$ cat src/rtl/div_32_pkg.sv
// div_32_pkg: state encoding, default sizes and the wide negate helper shared by div_32 and the multiplier.
package div_32_pkg;
    localparam int DIV_WIDTH = 32;
    localparam int DIV_CNT_W = 6;
    localparam int NEG_W = 64;
    typedef enum logic [1:0] {ST_IDLE = 2'd0, ST_RUN = 2'd1, ST_FIX = 2'd2} div_state_e;
    // Callers zero-extend to NEG_W+1 bits and keep the low bits they need.
    function automatic logic [NEG_W:0] neg_w1(input logic [NEG_W:0] x);
        return ~x + {{NEG_W{1'b0}}, 1'b1};
    endfunction
endpackage

$ cat src/rtl/div_32_if.sv
// div_32_if: start/operand/result bundle between the execute stage and the divider.
// data_remainder exists only when DIV_REMAINDER_OUT_EN is defined.
interface div_32_if import div_32_pkg::*; #(parameter int WIDTH = DIV_WIDTH);
    logic ctrl_DIV;
    logic [WIDTH-1:0] data_operandA;
    logic [WIDTH-1:0] data_operandB;
    logic [WIDTH-1:0] data_result;
    logic data_exception;
    logic data_resultRDY;
    logic busy;
`ifdef DIV_REMAINDER_OUT_EN
    logic [WIDTH-1:0] data_remainder;
`endif
    modport master (
        output ctrl_DIV, data_operandA, data_operandB,
        input data_result, data_exception, data_resultRDY, busy
`ifdef DIV_REMAINDER_OUT_EN
        , input data_remainder
`endif
    );
    modport slave (
        input ctrl_DIV, data_operandA, data_operandB,
        output data_result, data_exception, data_resultRDY, busy
`ifdef DIV_REMAINDER_OUT_EN
        , output data_remainder
`endif
    );
endinterface

$ cat src/rtl/div_32_step.sv
// div_32_step: one restoring-division iteration, combinational.
module div_32_step import div_32_pkg::*; #(parameter int WIDTH = DIV_WIDTH) (
    input  logic [WIDTH:0]   rem_i,
    input  logic [WIDTH-1:0] quo_i,
    input  logic [WIDTH:0]   div_i,
    output logic [WIDTH:0]   rem_o,
    output logic [WIDTH-1:0] quo_o
);
    localparam int W1 = WIDTH + 1;
    logic [WIDTH:0] sh, nb, trial;
    logic c;
    // Subtract as sh + ~div + 1; a carry out of the top bit means the trial is non-negative.
    always_comb begin
        sh = W1'({rem_i, quo_i[WIDTH-1]});
        nb = ~div_i;
        trial = '0;
        c = 1'b1;
        for (int i = 0; i <= WIDTH; i++) begin
            trial[i] = sh[i] ^ nb[i] ^ c;
            c = (sh[i] & nb[i]) | ((sh[i] ^ nb[i]) & c);
        end
        rem_o = c ? trial : sh;
        quo_o = {quo_i[WIDTH-2:0], c};
    end
endmodule

$ cat src/rtl/div_32.sv
// div_32: multicycle restoring signed divider, quotient truncated toward zero, fixed latency.
// Define DIV_REMAINDER_OUT_EN to expose the signed remainder on data_remainder.
module div_32 import div_32_pkg::*; #(
    parameter int WIDTH = DIV_WIDTH,
    parameter int CNT_W = DIV_CNT_W
) (
    input logic clock,
    input logic reset,
    div_32_if.slave bus
);
    localparam int NW = NEG_W + 1;
    div_state_e state_q, state_d;
    logic [CNT_W-1:0] cnt_q, cnt_d;
    logic [WIDTH:0] rem_q, rem_d, div_q, div_d, step_rem;
    logic [WIDTH-1:0] quo_q, quo_d, step_quo, res_q, res_d;
    logic sq_q, sq_d, dz_q, dz_d, exc_q, exc_d, rdy_q, rdy_d;
    logic start, last;
`ifdef DIV_REMAINDER_OUT_EN
    logic sr_q, sr_d;
    logic [WIDTH-1:0] remo_q, remo_d;
`endif
    assign start = bus.ctrl_DIV;
    assign last = cnt_q == CNT_W'(WIDTH - 1);

    div_32_step #(.WIDTH(WIDTH)) u_step (
        .rem_i(rem_q), .quo_i(quo_q), .div_i(div_q), .rem_o(step_rem), .quo_o(step_quo)
    );

    always_ff @(posedge clock) begin
        if (reset) state_q <= ST_IDLE;
        else state_q <= state_d;
    end

    // A start pulse aborts whatever is in flight, including the FIX edge.
    always_comb begin
        state_d = start ? ST_RUN : (state_q == ST_RUN) ? (last ? ST_FIX : ST_RUN) : ST_IDLE;
    end

    always_comb begin
        cnt_d = cnt_q;
        rem_d = rem_q;
        quo_d = quo_q;
        div_d = div_q;
        sq_d = sq_q;
        dz_d = dz_q;
        res_d = res_q;
        exc_d = exc_q;
        rdy_d = state_q == ST_FIX && !start;
`ifdef DIV_REMAINDER_OUT_EN
        sr_d = sr_q;
        remo_d = remo_q;
`endif
        if (start) begin
            cnt_d = '0;
            rem_d = '0;
            quo_d = bus.data_operandA[WIDTH-1] ? WIDTH'(neg_w1(NW'(bus.data_operandA))) : bus.data_operandA;
            div_d = {1'b0, bus.data_operandB[WIDTH-1] ? WIDTH'(neg_w1(NW'(bus.data_operandB))) : bus.data_operandB};
            sq_d = bus.data_operandA[WIDTH-1] ^ bus.data_operandB[WIDTH-1];
            dz_d = bus.data_operandB == '0;
`ifdef DIV_REMAINDER_OUT_EN
            sr_d = bus.data_operandA[WIDTH-1];
`endif
        end else if (state_q == ST_RUN) begin
            cnt_d = cnt_q + CNT_W'(1);
            rem_d = step_rem;
            quo_d = step_quo;
        end else if (state_q == ST_FIX) begin
            res_d = dz_q ? '0 : sq_q ? WIDTH'(neg_w1(NW'(quo_q))) : quo_q;
            exc_d = dz_q;
`ifdef DIV_REMAINDER_OUT_EN
            remo_d = dz_q ? '0 : sr_q ? WIDTH'(neg_w1(NW'(rem_q))) : WIDTH'(rem_q);
`endif
        end
    end

    always_ff @(posedge clock) begin
        if (reset) begin
            cnt_q <= '0;
            rem_q <= '0;
            quo_q <= '0;
            div_q <= '0;
            sq_q <= 1'b0;
            dz_q <= 1'b0;
            res_q <= '0;
            exc_q <= 1'b0;
            rdy_q <= 1'b0;
`ifdef DIV_REMAINDER_OUT_EN
            sr_q <= 1'b0;
            remo_q <= '0;
`endif
        end else begin
            cnt_q <= cnt_d;
            rem_q <= rem_d;
            quo_q <= quo_d;
            div_q <= div_d;
            sq_q <= sq_d;
            dz_q <= dz_d;
            res_q <= res_d;
            exc_q <= exc_d;
            rdy_q <= rdy_d;
`ifdef DIV_REMAINDER_OUT_EN
            sr_q <= sr_d;
            remo_q <= remo_d;
`endif
        end
    end

    always_comb begin
        bus.busy = state_q != ST_IDLE;
        bus.data_result = res_q;
        bus.data_exception = exc_q;
        bus.data_resultRDY = rdy_q;
`ifdef DIV_REMAINDER_OUT_EN
        bus.data_remainder = remo_q;
`endif
    end
endmodule

$ cat src/flat_wrapper.sv
// flat-port wrapper written by rule: the top's interface ports become plain ports
module div_32_flat import div_32_pkg::*;
#(
    parameter int WIDTH = DIV_WIDTH,
    parameter int CNT_W = DIV_CNT_W
)
  (clock, reset, bus_ctrl_DIV, bus_data_operandA, bus_data_operandB, bus_data_result, bus_data_exception, bus_data_resultRDY, bus_busy);
  div_32_if #(.WIDTH(WIDTH)) bus_i ();
  input logic clock;
  input logic reset;
  input wire logic [$bits(bus_i.ctrl_DIV)-1:0] bus_ctrl_DIV;
  input wire logic [$bits(bus_i.data_operandA)-1:0] bus_data_operandA;
  input wire logic [$bits(bus_i.data_operandB)-1:0] bus_data_operandB;
  output wire logic [$bits(bus_i.data_result)-1:0] bus_data_result;
  output wire logic [$bits(bus_i.data_exception)-1:0] bus_data_exception;
  output wire logic [$bits(bus_i.data_resultRDY)-1:0] bus_data_resultRDY;
  output wire logic [$bits(bus_i.busy)-1:0] bus_busy;
  assign bus_i.ctrl_DIV = bus_ctrl_DIV;
  assign bus_i.data_operandA = bus_data_operandA;
  assign bus_i.data_operandB = bus_data_operandB;
  assign bus_data_result = bus_i.data_result;
  assign bus_data_exception = bus_i.data_exception;
  assign bus_data_resultRDY = bus_i.data_resultRDY;
  assign bus_busy = bus_i.busy;
  div_32 #(.WIDTH(WIDTH), .CNT_W(CNT_W)) u_core (.clock(clock), .reset(reset), .bus(bus_i));
endmodule
$ cat config.mk
export PLATFORM = sky130hd
export DESIGN_NAME = div_32_flat
export DESIGN_NICKNAME = d
export VERILOG_FILES = /design/src/rtl/div_32_pkg.sv /design/src/rtl/div_32_if.sv /design/src/rtl/div_32_step.sv /design/src/rtl/div_32.sv /design/src/flat_wrapper.sv
export SDC_FILE = /design/constraint.sdc
export NUM_CORES = 1
export LEC_CHECK = 0
export CAP_MARGIN = 20
export CORE_MARGIN = 4
export CORE_UTILIZATION = 60
export DETAILED_ROUTE_END_ITERATION = 7
export DONT_BUFFER_PORTS = 1
export GPL_TIMING_DRIVEN = 0
export PLACE_DENSITY = 0.76
export SYNTH_ARGS = -nofsm -noshare
export SYNTH_HDL_FRONTEND = slang
export SYNTH_SLANG_ARGS = --single-unit
$ cat constraint.sdc
create_clock -name clock -period 15.8 [get_ports clock]
set_input_delay 1.58 -clock clock [delete_from_list [all_inputs] [get_ports clock]]
set_output_delay 1.58 -clock clock [all_outputs]
set_load 0.01 [all_outputs]
# Word-level counts from Yosys, hierarchy flattened
# Index checks and enable logic that the tools add are counted.
dict set report word_totals {
  latch_bits 0
  ramBits 0
  register_bits 140
  mem_bits_ro 0
  n_memories 0
}
dict set report classes {
  magnitude_cmp 0
  multipliers 0
  muxes 10
  n_reduce_logical 8
  addsub 4
  shift 0
  n_bitwise 170
  div_mod_pow 0
  eq_ne 3
}
# cell count
set op_table {}
lappend op_table {{$mux 32} 7}
lappend op_table {{$add 32x1->32 const B} 3}
lappend op_table {{$not 32->32} 3}
lappend op_table {{$and 1x1->1} 65}
lappend op_table {{$xor 1x1->1} 65}
lappend op_table {{$not 32->33} 1}
lappend op_table {{$or 1x1->1} 33}
lappend op_table {{$logic_not 32->1} 1}
lappend op_table {{$add 6x1->6 const B} 1}
lappend op_table {{$eq 6x5->1 const B} 1}
lappend op_table {{$reduce_bool 2->1} 2}
lappend op_table {{$not 1->1} 3}
lappend op_table {{$reduce_and 3->1} 1}
lappend op_table {{$reduce_or 3->1} 1}
lappend op_table {{$eq 2x1->1 const B} 1}
lappend op_table {{$eq 2x2->1 const B} 1}
lappend op_table {{$mux 1} 2}
lappend op_table {{$mux 2} 1}
lappend op_table {{$reduce_or 2->1} 1}
lappend op_table {{$logic_and 1x1->1} 1}
lappend op_table {{$logic_not 1->1} 1}

# Depth between registers and ports, before layout
# Gate-level depths: netlist of run 1.
dict set report depth {
  word_depth 69
  mapped_depth 40
  depth_no_buf 39
}

# Modules after synthesis
# A second synthesis of run 1 with hierarchy kept.
dict set report unflattened {
  hier_cells 1005
  area_unflattened_um2 8358.0
}
# mod area_each_um2 n_inst seq_area_each_um2 cells_per_inst
set modules_own_cells {}
lappend modules_own_cells {div_32 6998.0 1 2822.7 844}
lappend modules_own_cells {div_32_step 1360.1 1 0.0 161}

# Least setup slack after synthesis of run 1
# No wires, ideal clock.
dict set report synth_path {
  path_type {flip-flop to flip-flop}
  from {register u_core.quo_q[31]}
  to {register u_core.rem_q[22]}
  setup_slack_ns 2.626
  arrival_time_ns 13.042
  path_stages_with_launch 41
  n_path_buf 2
  cell_sequence {dfxtp_1 -> inv_1 -> ha_1 -> fa_1 -> fa_1 -> fa_1 -> fa_1 -> fa_1 -> fa_1 -> fa_1 -> fa_1 -> fa_1 -> fa_1 -> fa_1 -> fa_1 -> fa_1 -> fa_1 -> fa_1 -> [... 5 more ...] -> fa_1 -> fa_1 -> fa_1 -> fa_1 -> fa_1 -> fa_1 -> fa_1 -> fa_1 -> fa_1 -> fa_1 -> inv_1 -> fa_1 -> or2_2 -> clkbuf_1 -> clkbuf_1 -> nand2_1 -> o211ai_1 -> a21oi_1}
}
dict set report synth_between {
  elab_chain_cells 67
  word_cells_on_any_way 69
  cone_classes {1 x mux; 68 x bitwise}
}
# element line_no
set synth_lines {}
lappend synth_lines {{start, declared} div_32.sv:15} ;# logic [WIDTH-1:0] quo_q, quo_d, step_quo, res_q, res_d;
lappend synth_lines {{start signal, assigned} div_32.sv:94} ;# quo_q <= quo_d;
lappend synth_lines {{$and 1x1->1 or $xor 1x1->1 (tied branches)} div_32_step.sv:20} ;# c = (sh[i] & nb[i]) | ((sh[i] ^ nb[i]) & c);
lappend synth_lines {{$or 1x1->1 (*)} div_32_step.sv:20}
lappend synth_lines {{$and 1x1->1 (*)} div_32_step.sv:20}
lappend synth_lines {{$or 1x1->1 (*)} div_32_step.sv:20}
lappend synth_lines {{$and 1x1->1 (*)} div_32_step.sv:20}
lappend synth_lines {{$or 1x1->1 (*)} div_32_step.sv:20}
lappend synth_lines {{$and 1x1->1 (*)} div_32_step.sv:20}
lappend synth_lines {{$or 1x1->1 (*)} div_32_step.sv:20}
lappend synth_lines {{[... 51 more ...]} n/a}
lappend synth_lines {{$or 1x1->1} div_32_step.sv:20}
lappend synth_lines {{$and 1x1->1} div_32_step.sv:20}
lappend synth_lines {{$or 1x1->1} div_32_step.sv:20}
lappend synth_lines {{$and 1x1->1} div_32_step.sv:20}
lappend synth_lines {{$or 1x1->1} div_32_step.sv:20}
lappend synth_lines {{$and 1x1->1} div_32_step.sv:20}
lappend synth_lines {{$or 1x1->1} div_32_step.sv:20}
lappend synth_lines {{$mux 32 (*)} div_32_step.sv:22} ;# rem_o = c ? trial : sh;
lappend synth_lines {{end signal, assigned} div_32.sv:93} ;# rem_q <= rem_d;
lappend synth_lines {{end, declared} div_32.sv:14} ;# logic [WIDTH:0] rem_q, rem_d, div_q, div_d, step_rem;
# Every way passes the cells marked *; elsewhere a longest branch is shown, timed or not.
# A chain may end at the register's enable or synchronous reset.

# Worst setup path in the final report of run 1
dict set report layout_path {
  from {register u_core.quo_q[31]}
  to {register u_core.rem_q[27]}
}
dict set report layout_between {
  elab_chain_cells 67
  word_cells_on_any_way 69
  cone_classes {1 x mux; 68 x bitwise}
}
# element line_no
set layout_lines {}
lappend layout_lines {{$and 1x1->1 or $xor 1x1->1 (tied branches)} div_32_step.sv:20}
lappend layout_lines {{$or 1x1->1 (*)} div_32_step.sv:20}
lappend layout_lines {{$and 1x1->1 (*)} div_32_step.sv:20}
lappend layout_lines {{$or 1x1->1 (*)} div_32_step.sv:20}
lappend layout_lines {{$and 1x1->1 (*)} div_32_step.sv:20}
lappend layout_lines {{$or 1x1->1 (*)} div_32_step.sv:20}
lappend layout_lines {{$and 1x1->1 (*)} div_32_step.sv:20}
lappend layout_lines {{$or 1x1->1 (*)} div_32_step.sv:20}
lappend layout_lines {{[... 51 more ...]} n/a}
lappend layout_lines {{$or 1x1->1} div_32_step.sv:20}
lappend layout_lines {{$and 1x1->1} div_32_step.sv:20}
lappend layout_lines {{$or 1x1->1} div_32_step.sv:20}
lappend layout_lines {{$and 1x1->1} div_32_step.sv:20}
lappend layout_lines {{$or 1x1->1} div_32_step.sv:20}
lappend layout_lines {{$and 1x1->1} div_32_step.sv:20}
lappend layout_lines {{$or 1x1->1} div_32_step.sv:20}
lappend layout_lines {{$mux 32 (*)} div_32_step.sv:22}
# Marked as above.

==> summary.txt, run 1 <==
Placed design
  • Cells after DPL: ~1,100
  • Routability cong.: slightly below 1
  • # port buffers: 0
  • Final HPWL DP: 16,100 um
  • Placed cell areas: between 8000 and 9000 sq um

Global route
  • Total GRT Usage: 28.8%
  • Final global-route overflow total: 0
  • Initial antenna violation count: 0
  • Vias in the first global route: between 6,000 and 7,000
  • Largest net degree at the start of global routing: 17
  • Global-route wire length before repair: approximately 34,000 um

Die
  • Core area: between 10,000 and 15,000 sq um
  • Die ar.: 15,300 sq um
  • Die width: between 100 and 150 um
  • Num ports: ~100
  • Row cnt: 41
  • Die height: ~120 um
  • Initial Utilization: 62.5%

STA
  • RSZ-0062 raised after global routing: false
  • Post-route clock period utilization: 90.2%
  • Slew Viols, Final: 0
  • Worst slew pin tran: between 0.8 and 0.9 ns
  • Setup TNS: 0 ns
  • Final setup violation count: 0
  • Hold Vio Cnt, Final: 0
  • Layout Skew: around 0.0076 ns
  • Min Tclk post-route: around 14 ns
  • Slew margin rel.: about two fifths
  • Peak Freq: ~70 MHz

Critical path
  • Kind of critical path: flop to flop
  • Most used cell, CP: fa_1
  • Slowest CP cell: clkbuf_1
  • CP peak stage delay: approximately 0.46 ns
  • Worst-path maximum fanout: 10
  • Critical Path AT: 14.55 ns
  • Crit start category: flop
  • Critical path required time: between 15 and 20 ns
  • Kind of end point of the critical path: flop

Detailed routing
  • Wl on met1: 9260 um
  • Antenna-violating nets left: 0
  • Via-per-instance ratio: 5.97
  • Metal2 WL: around 9600 um
  • 1st-iter DRT viols: 521
  • Routed WL per cell: 18.1 um
  • Total number of vias: 7,025
  • Drt total wl: 21,300 um
  • Highest Signal Layer: met4
  • Met3 wire length: 1880 um
  • Post-route DRC: 0
  • First drt pass iteration count: 5

Synthesis
  • Synth warnings: 0
  • Register area share after synthesis: between 30% and 40%
  • Syn_nets: about 1,100
  • Post-Syn Area per Cell: 8.24 sq um
  • Yosys reg bits: 140
  • Netlist Area Pre-Place: approximately 8000 sq um
  • Cells after Synth: approximately 970
  • Netlist cell types: between 40 and 50

Power
  • Lkg Pwr: 2.96 nW
  • Combinational share of power: 13.4%
  • Sw frac: around 27%
  • Pwr per Cell Area: around 100 nW/um^2
  • Switching power: between 200 and 250 uW
  • Clock power share: roughly 43%
  • Part of the power in registers: between 40 and 50%
  • Int Pwr: about 640 uW
  • Worst vdd ir: between 70 and 80 uV

Run status
  • Outcome: finished, final reports clean

CTS
  • Resize count post-CTS: 0
  • Cts hold-fix bufs: 0
  • Clk Latency, worst-skew pair: 0.43 ns
  • Clk slew on worst S/H paths: 0.06 ns
  • Post-CTS setup buffer count: 0
  • Htree depth: 4
  • Clock tree sinks: 140
  • CTS tree: built
  • CTS buffer count: 17
  • Clk buf depth: 2
  • CTS root buffer: clkbuf_16

Job
  • Max-Cap Viols: 0

Final layout
  • Area occupied by multi-input gates: 4780 sq um
  • Most common cell after layout, fill and taps aside: nand2_1
  • Final core utilization: about two thirds
  • Commonest non-fill, non-tap cells in the layout: 159 x nand2_1, 140 x dfxtp_1, 73 x xor2_1
  • Fill cells: approximately 1,100
  • Layout Area Growth over Synthesis: 9.75%
  • Layout cell share with drive strength beyond 1: roughly 5%
  • Nets: roughly 1,100
  • Finished Layout Cells: roughly 1,200
  • Number of antenna diodes: 0
  • Final design instance area without fill: roughly 9000 sq um
  • Reg area: about 2800 sq um

Worst hold path
  • Hold WC Path Type: flop to flop
[power groups by stage]
stage               logic (mW)  clock network, mW  registers, mW
detailed placement       0.116                  0          0.391
global placement         0.114                  0          0.391
floorplan               0.0907                  0          0.386
global route             0.132              0.400          0.385
finish                   0.118              0.381          0.384
CTS                      0.117              0.383          0.383
[worst max-delay path: cells and delay by family, from the launching register on]
| kind | cells | cell delay (ns) |
|---|---|---|
| adders and majority gates | 32 | 12.25 |
| buffers and inverters | 4 | 1.03 |
| and+or+nand+nor | 2 | 0.25 |
| DFF | 1 | 0.42 |
| AOI/OAI and AO/OA | 2 | 0.21 |
[layer usage]
layer / track usage (%) / vias up
li1: - / 3420
met5: 0 / -
met2: 44.5 / 261
met1: 38.8 / 3306
met3: 8.19 / 38
met4: 9.55 / 0
[final timing paths]
kind | start | to | slack, ns | cells after the start
worst max-delay path | u_core.quo_q[31]$_SDFFE_PP0N_ | u_core.rem_q[27]$_SDFFE_PP0P_ | 1.54 | 40
worst min-delay path | u_core.rem_q[27]$_SDFFE_PP0P_ | u_core.rem_q[27]$_SDFFE_PP0P_ | 0.47 | 2
worst max register to register | u_core.quo_q[31]$_SDFFE_PP0N_ | u_core.rem_q[27]$_SDFFE_PP0P_ | 1.54 | 40
worst min register to register | u_core.rem_q[27]$_SDFFE_PP0P_ | u_core.rem_q[27]$_SDFFE_PP0P_ | 0.47 | 2
[cell type report]
class	count	share of cell area (%)
Buffer	67	2.89
Inverter	45	1.92
Clock buffer	22	5.39
Clock inverter	10	1.04
Sequential cell	140	31.9
Multi-Input combinational cell	720	54.4
Tap cell	172	2.45
[synth_stat cells (all sizes together)]
cell type	n	area, sq um
nand2	159	597
dfxtp	140	2800
xor2	73	639
o21ai	67	335
nor2	60	225
a21oi	58	290
clkbuf	56	211
inv	45	169
o211ai	32	240
fa	31	621
a211oi	29	218
mux2i	25	250
o31ai	24	180
o22ai	21	131
or3	16	115
or4	13	105
nor4	12	96.3
buf	11	42.5
xnor2	11	96.3
nor3	10	50.1
o41ai	10	87.6
nand2b	9	56.3
or2	8	50.1
and2	7	43.8
nand4	7	43.8
nor2b	7	43.8
a22oi	5	37.5
ha	5	62.6
nand3	5	25.0
mux2	3	33.8
a31oi	2	12.5
nand4b	2	17.5
nor3b	2	15.0
a211o	1	8.76
a311oi	1	8.76
and3	1	6.26
nand3b	1	7.51
o311ai	1	8.76
o32ai	1	16.3
or3b	1	8.76
[kinds of logic after synthesis]
family	synth area share [%]
AO/OA/AOI/OAI	19.7
XOR/XNOR	9.18
adder cells (fa/ha/maj)	8.53
buffers and inverters	5.28
flip-flops	35.0
multiplexers	3.55
AND/OR/NAND/NOR	18.8
[stage by stage]
stage | worst slack, ns | hold WS [ns] | total power [mW]
5_1_grt | 1.06 | 0.478 | 0.918
6_report | 1.54 | 0.468 | 0.883
3_5_place_dp | 1.66 | 0.460 | 0.507
3_3_place_gp | 1.69 | 0.455 | 0.505
2_1_floorplan | 2.63 | 0.445 | 0.476
4_1_cts | 1.57 | 0.468 | 0.884
[flip-flops by register name, summed over array words and instances (netlist names)]
register and count:
u_core.sq_q 1, u_core.bus.data_resultRDY 1, u_core.div_q 32, u_core.quo_q 32, u_core.rem_q 32, u_core.bus.data_exception 1
u_core.dz_q 1, u_core.cnt_q 6, u_core.bus.data_result 32, u_core.state_q 2
(Power assumes the default switching activity.)
==> run 2: changes to the inputs <==
Settings changed: REMOVE_ABC_BUFFERS from default to 1.
==> run 2 against run 1 <==
  * Clock power grew 12%
  * Cell count shrank 5.3%
  * Non-clock buffer count shrank 62
  * Count of clock-buffer cells in the layout grew 5
  * Sequential power is essentially flat
  * Global-route usage shrank 3.7 points
  * Sequential share of layout area grew 0.13 points
  * Largest cell class unchanged
==> summary.txt, run 2 (synthesis results as in run 1) <==
STA
  • Layout Skew: between 0.008 and 0.009 ns
  • Slew margin rel.: approximately 33%
  • Slew Viols, Final: 0
  • Worst Hold Slack: 0.470 ns
  • Setup TNS: 0 ns
  • Final setup violation count: 0
  • Fin worst setup slack: 1.99 ns
  • Worst slew pin tran: 1.01 ns
  • RSZ-0062 raised after global routing: false
  • Hold Vio Cnt, Final: 0
  • Post-route clock period utilization: just under 90%
  • Peak Freq: a little over 70 MHz
  • Min Tclk post-route: between 10 and 15 ns

Global route
  • Largest net degree at the start of global routing: 75
  • Global-route wire length before repair: around 30,000 um
  • Total GRT Usage: between 20 and 30%
  • Final global-route overflow total: 0
  • Initial antenna violation count: 0
  • Vias in the first global route: ~6,300

Die
  • Row cnt: around 40
  • Initial Utilization: between 60% and 70%
  • Die ar.: 15,300 sq um
  • Num ports: ~100
  • Core area: between 10,000 and 15,000 sq um
  • Die height: 124 um
  • Die width: between 100 and 150 um

Critical path
  • Critical path required time: between 15 and 20 ns
  • Slowest CP cell: fa_1
  • Critical Path AT: 14.18 ns
  • Kind of critical path: flop to flop
  • Crit start category: flop
  • Kind of end point of the critical path: flop
  • Most used cell, CP: fa_1
  • CP peak stage delay: between 0.4 and 0.5 ns
  • Worst-path maximum fanout: 60

Placed design
  • # port buffers: 0
  • Routability cong.: ~0.82
  • DP Worst Slack: ~1.5 ns
  • Final HPWL DP: roughly 12,000 um
  • Cells after DPL: between 1,000 and 1,500

Final layout
  • Commonest non-fill, non-tap cells in the layout: 159 x nand2_1, 140 x dfxtp_1, 73 x xor2_1
  • Most common cell after layout, fill and taps aside: nand2_1
  • Nets: just over 1,000
  • Fill cells: 1,054
  • Layout Area Growth over Synthesis: 9.29%
  • Finished Layout Cells: 1,114
  • Number of antenna diodes: 0
  • Layout cell share with drive strength beyond 1: between 6 and 7%

Power
  • Int Pwr: slightly below 700 uW
  • Total Power: roughly 920 uW
  • Pwr per Cell Area: roughly 100 nW/um^2
  • Clock power share: between 40% and 50%
  • Switching power: around 220 uW
  • Sw frac: between 20 and 25%
  • Combinational share of power: approximately 12%
  • Lkg Pwr: 2.99 nW
  • Part of the power in registers: a little over two fifths
  • Worst vdd ir: roughly 78 uV

Run status
  • Outcome: finished, final reports clean

CTS
  • Cts hold-fix bufs: 0
  • Htree depth: 4
  • CTS buffer count: 17
  • Post-CTS setup buffer count: 0
  • Clk buf depth: 2
  • Clk Latency, worst-skew pair: 0.43 ns
  • Clk slew on worst S/H paths: 0.06 ns
  • CTS tree: built
  • Resize count post-CTS: 0
  • CTS root buffer: clkbuf_16
  • Clock tree sinks: 140

Detailed routing
  • First drt pass iteration count: 5
  • Total number of vias: 6,503
  • Routed WL per cell: ~16 um
  • Via-per-instance ratio: between 5 and 6
  • Antenna-violating nets left: 0
  • 1st-iter DRT viols: 467
  • Post-route DRC: 0
  • Drt total wl: around 18,000 um

Job
  • Max-Cap Viols: 0

Worst hold path
  • Hold WC Path Type: flop to flop
## run 2: changes by cell type in the layout (fill, tap and decap cells not counted), sizes merged
cell	change
buf	-6
clkinv	-5
clkinvlp	-2
bufinv	+2
clkbuf	-51
## run 2: power by group through the flow
stage | Sequential [mW] | Clock [mW] | Combinational (mW)
detailed placement | 0.392 | 0 | 0.102
global route | 0.385 | 0.449 | 0.121
global placement | 0.391 | 0 | 0.0966
CTS | 0.384 | 0.434 | 0.103
finish | 0.383 | 0.428 | 0.105
floorplan | 0.387 | 0 | 0.0809
## run 2: final timing paths
path / start / to / slack (ns) / depth (start not counted)
max: u_core.quo_q[31]$_SDFFE_PP0N_ / u_core.quo_q[0]$_SDFFE_PP0N_ / 1.99 / 40
min: u_core.rem_q[0]$_SDFFE_PP0P_ / u_core.rem_q[0]$_SDFFE_PP0P_ / 0.47 / 2
max reg2reg: u_core.quo_q[31]$_SDFFE_PP0N_ / u_core.quo_q[0]$_SDFFE_PP0N_ / 1.99 / 40
min reg2reg: u_core.rem_q[0]$_SDFFE_PP0P_ / u_core.rem_q[0]$_SDFFE_PP0P_ / 0.47 / 2
## run 2: worst max-delay path, delay by kind of cell (launching register included)
family                   cells  cell delay, ns
AO/OA/AOI/OAI                2            0.30
adder cells (fa/ha/maj)     32           12.27
buffers and inverters        3            0.42
flip-flops                   1            0.40
AND/OR/NAND/NOR              3            0.33
## run 2: cell type report
| cell class | instances | area, sq um | area share [%] |
|---|---|---|---|
| Clock inverter | 5 | 100 | 1.14 |
| Tap cell | 172 | 215 | 2.46 |
| Timing Repair Buffer | 5 | 123 | 1.40 |
| Sequential cell | 140 | 2800 | 32.0 |
| Inverter | 45 | 169 | 1.93 |
| Clock buffer | 27 | 543 | 6.20 |
| Multi-Input combinational cell | 720 | 4800 | 54.9 |
## run 2: metal layers
| metal | up-vias | share of wire, % | global-route usage [%] |
|---|---|---|---|
| met5 | - | 0 | 0 |
| met2 | 161 | 49 | 42.3 |
| met1 | 3027 | 43 | 30.6 |
| li1 | 3293 | - | - |
| met4 | 0 | 1.5 | 9.34 |
| met3 | 22 | 6.3 | 7.09 |
## run 2: per-stage QoR
stage / util (%) / cell area (sq um)
floorplan: - / 7760
finish: 68.3 / 8750
global placement: 62.2 / 7970
CTS: 67.9 / 8710
detailed placement: 62.9 / 8060
global route: 68.3 / 8750
==> run 3: changes to the inputs <==
Settings changed: CORE_UTILIZATION 60 to 64, PLACE_DENSITY 0.76 to 0.8.
==> run 3 against run 2 <==
  * Count of clock-buffer cells in the layout fell by 2
  * Via count is 3.4% higher
  * Highest routed layer unchanged
  * Largest cell class unchanged
  * Sequential power hardly changed
  * Maximum frequency fell by 0.36%
  * Cell count shrank 0.36%
  * Register-to-register slack worse by 0.05 ns
  * Combinational power about the same
  * Critical endpoint unchanged
  * Die area shrank 5.9%
  * Global-route usage rose by 1.0 points
==> summary.txt, run 3 (synthesis results as in run 1) <==
Detailed routing
  • Routed WL per cell: around 17 um
  • First drt pass iteration count: 6
  • Total number of vias: approximately 6,700
  • Antenna-violating nets left: 0
  • Met3 wire length: approximately 1300 um
  • Metal2 WL: ~9000 um
  • 1st-iter DRT viols: approximately 520
  • Drt total wl: between 15,000 and 20,000 um
  • Highest Signal Layer: met4
  • Via-per-instance ratio: between 6 and 7
  • Wl on met1: approximately 7600 um
  • Post-route DRC: 0

Global route
  • Vias in the first global route: 6,653
  • Total GRT Usage: 26.1%
  • Final global-route overflow total: 0
  • Initial antenna violation count: 0
  • Global-route wire length before repair: slightly above 30,000 um
  • Largest net degree at the start of global routing: 75

Die
  • Die height: around 120 um
  • Num ports: between 100 and 150
  • Die width: between 100 and 150 um
  • Die ar.: approximately 14,000 sq um
  • Initial Utilization: 66.1%
  • Core area: 12,100 sq um
  • Row cnt: 40

CTS
  • Resize count post-CTS: 0
  • Clk slew on worst S/H paths: around 0.06 ns
  • Htree depth: 4
  • CTS buffer count: 17
  • Cts hold-fix bufs: 0
  • CTS tree: built
  • Clk buf depth: 2
  • Clk Latency, worst-skew pair: about 0.43 ns
  • Clock tree sinks: 140
  • Post-CTS setup buffer count: 0
  • CTS root buffer: clkbuf_16

Critical path
  • RR Startpoint: u_core.quo_q[31]$_SDFFE_PP0N_
  • Slowest CP cell: fa_1
  • Most used cell, CP: fa_1
  • Crit start category: flop
  • Kind of end point of the critical path: flop
  • Critical path required time: roughly 16 ns
  • Worst Reg2Reg Path Length in Cells: 40
  • Critical Path AT: between 10 and 15 ns
  • R2R Setup Slk: 1.94 ns
  • R2r endpoint: u_core.quo_q[0]$_SDFFE_PP0N_
  • Worst-path maximum fanout: just under 60
  • CP peak stage delay: 0.43 ns
  • Kind of critical path: flop to flop

STA
  • Worst slew pin tran: around 1.1 ns
  • Slew margin rel.: between 20% and 30%
  • Hold Vio Cnt, Final: 0
  • Post-route clock period utilization: between 80% and 90%
  • Peak Freq: approximately 72 MHz
  • RSZ-0062 raised after global routing: false
  • Slew Viols, Final: 0
  • Layout Skew: 0.0103 ns
  • Final setup violation count: 0
  • Min Tclk post-route: between 10 and 15 ns
  • Setup TNS: 0 ns

Job
  • Max-Cap Viols: 0

Final layout
  • Finished Layout Cells: roughly 1,100
  • Number of antenna diodes: 0
  • Final core utilization: between 70 and 80%
  • Most common cell after layout, fill and taps aside: nand2_1
  • Layout Area Growth over Synthesis: 8.11%
  • Layout cell share with drive strength beyond 1: 5.73%
  • Nets: a little over 1,000
  • Final design instance area without fill: between 8000 and 9000 sq um
  • Commonest non-fill, non-tap cells in the layout: 159 x nand2_1, 140 x dfxtp_1, 73 x xor2_1

Power
  • Worst vdd ir: roughly 82 uV
  • Pwr per Cell Area: between 100 and 150 nW/um^2
  • Lkg Pwr: approximately 2.9 nW
  • Total Power: ~880 uW

Worst hold path
  • Hold Crit Start: u_core.rem_q[31]$_SDFFE_PP0P_
  • Hold Path Cell Cnt: 2
  • Hold WC Path Type: flop to flop
  • WHS Endpoint: u_core.rem_q[31]$_SDFFE_PP0P_

Run status
  • Outcome: finished, final reports clean

Placed design
  • Routability cong.: slightly below 0.9
  • # port buffers: 0
  • Final HPWL DP: between 10,000 and 15,000 um
  • Placed cell areas: between 8000 and 9000 sq um
  • Cells after DPL: roughly 1,100
==> run 3: power breakdown <==
group          switching, mW  internal (mW)  leakage (nW)
registers             0.0179          0.367          1.14
logic                 0.0572         0.0470          1.51
clock network          0.146          0.248         0.279
total                  0.221          0.662          2.94
==> run 3: worst max path at each step <==
stage / startpoint / cells past startpoint / to / slack (ns)
2_1_floorplan: u_core.quo_q[31]$_SDFFE_PP0N_ / 39 / u_core.quo_q[0]$_SDFFE_PP0N_ / 2.45
3_3_place_gp: u_core.quo_q[31]$_SDFFE_PP0N_ / 39 / u_core.quo_q[0]$_SDFFE_PP0N_ / 1.69
3_5_place_dp: u_core.quo_q[31]$_SDFFE_PP0N_ / 38 / u_core.rem_q[22]$_SDFFE_PP0P_ / 1.58
4_1_cts: u_core.quo_q[31]$_SDFFE_PP0N_ / 38 / u_core.rem_q[22]$_SDFFE_PP0P_ / 1.53
5_1_grt: u_core.quo_q[31]$_SDFFE_PP0N_ / 40 / u_core.quo_q[0]$_SDFFE_PP0N_ / 1.42
6_report: u_core.quo_q[31]$_SDFFE_PP0N_ / 40 / u_core.quo_q[0]$_SDFFE_PP0N_ / 1.94
==> run 3: per-layer routing <==
layer  up-vias  global-route usage [%]
met5         -                       0
met1      3134                    30.6
met2       245                    44.1
li1       3293                       -
met3        53                    7.02
met4         0                    13.4
==> run 3: per-stage QoR <==
stage	worst slack, ns	hold slack, ns
2_1_floorplan	2.45	0.445
3_3_place_gp	1.69	0.456
3_5_place_dp	1.58	0.463
4_1_cts	1.53	0.475
5_1_grt	1.42	0.489
6_report	1.94	0.471
==> run 3: critical path, delay by kind of cell (launching register included) <==
| family | cells | cell delay, ns |
|---|---|---|
| buffers and inverters | 3 | 0.44 |
| adder cells (fa/ha/maj) | 32 | 12.27 |
| flip-flops | 1 | 0.40 |
| AO/OA/AOI/OAI | 2 | 0.30 |
| AND/OR/NAND/NOR | 3 | 0.35 |
==> run 3: cell type report <==
type	count	area [sq um]
Multi-Input combinational cell	720	4790
Fill cell	954	3450
Sequential cell	140	2800
Clock buffer	25	495
Tap cell	168	210
Inverter	45	169
Timing Repair Buffer	6	103
Clock inverter	6	85.1
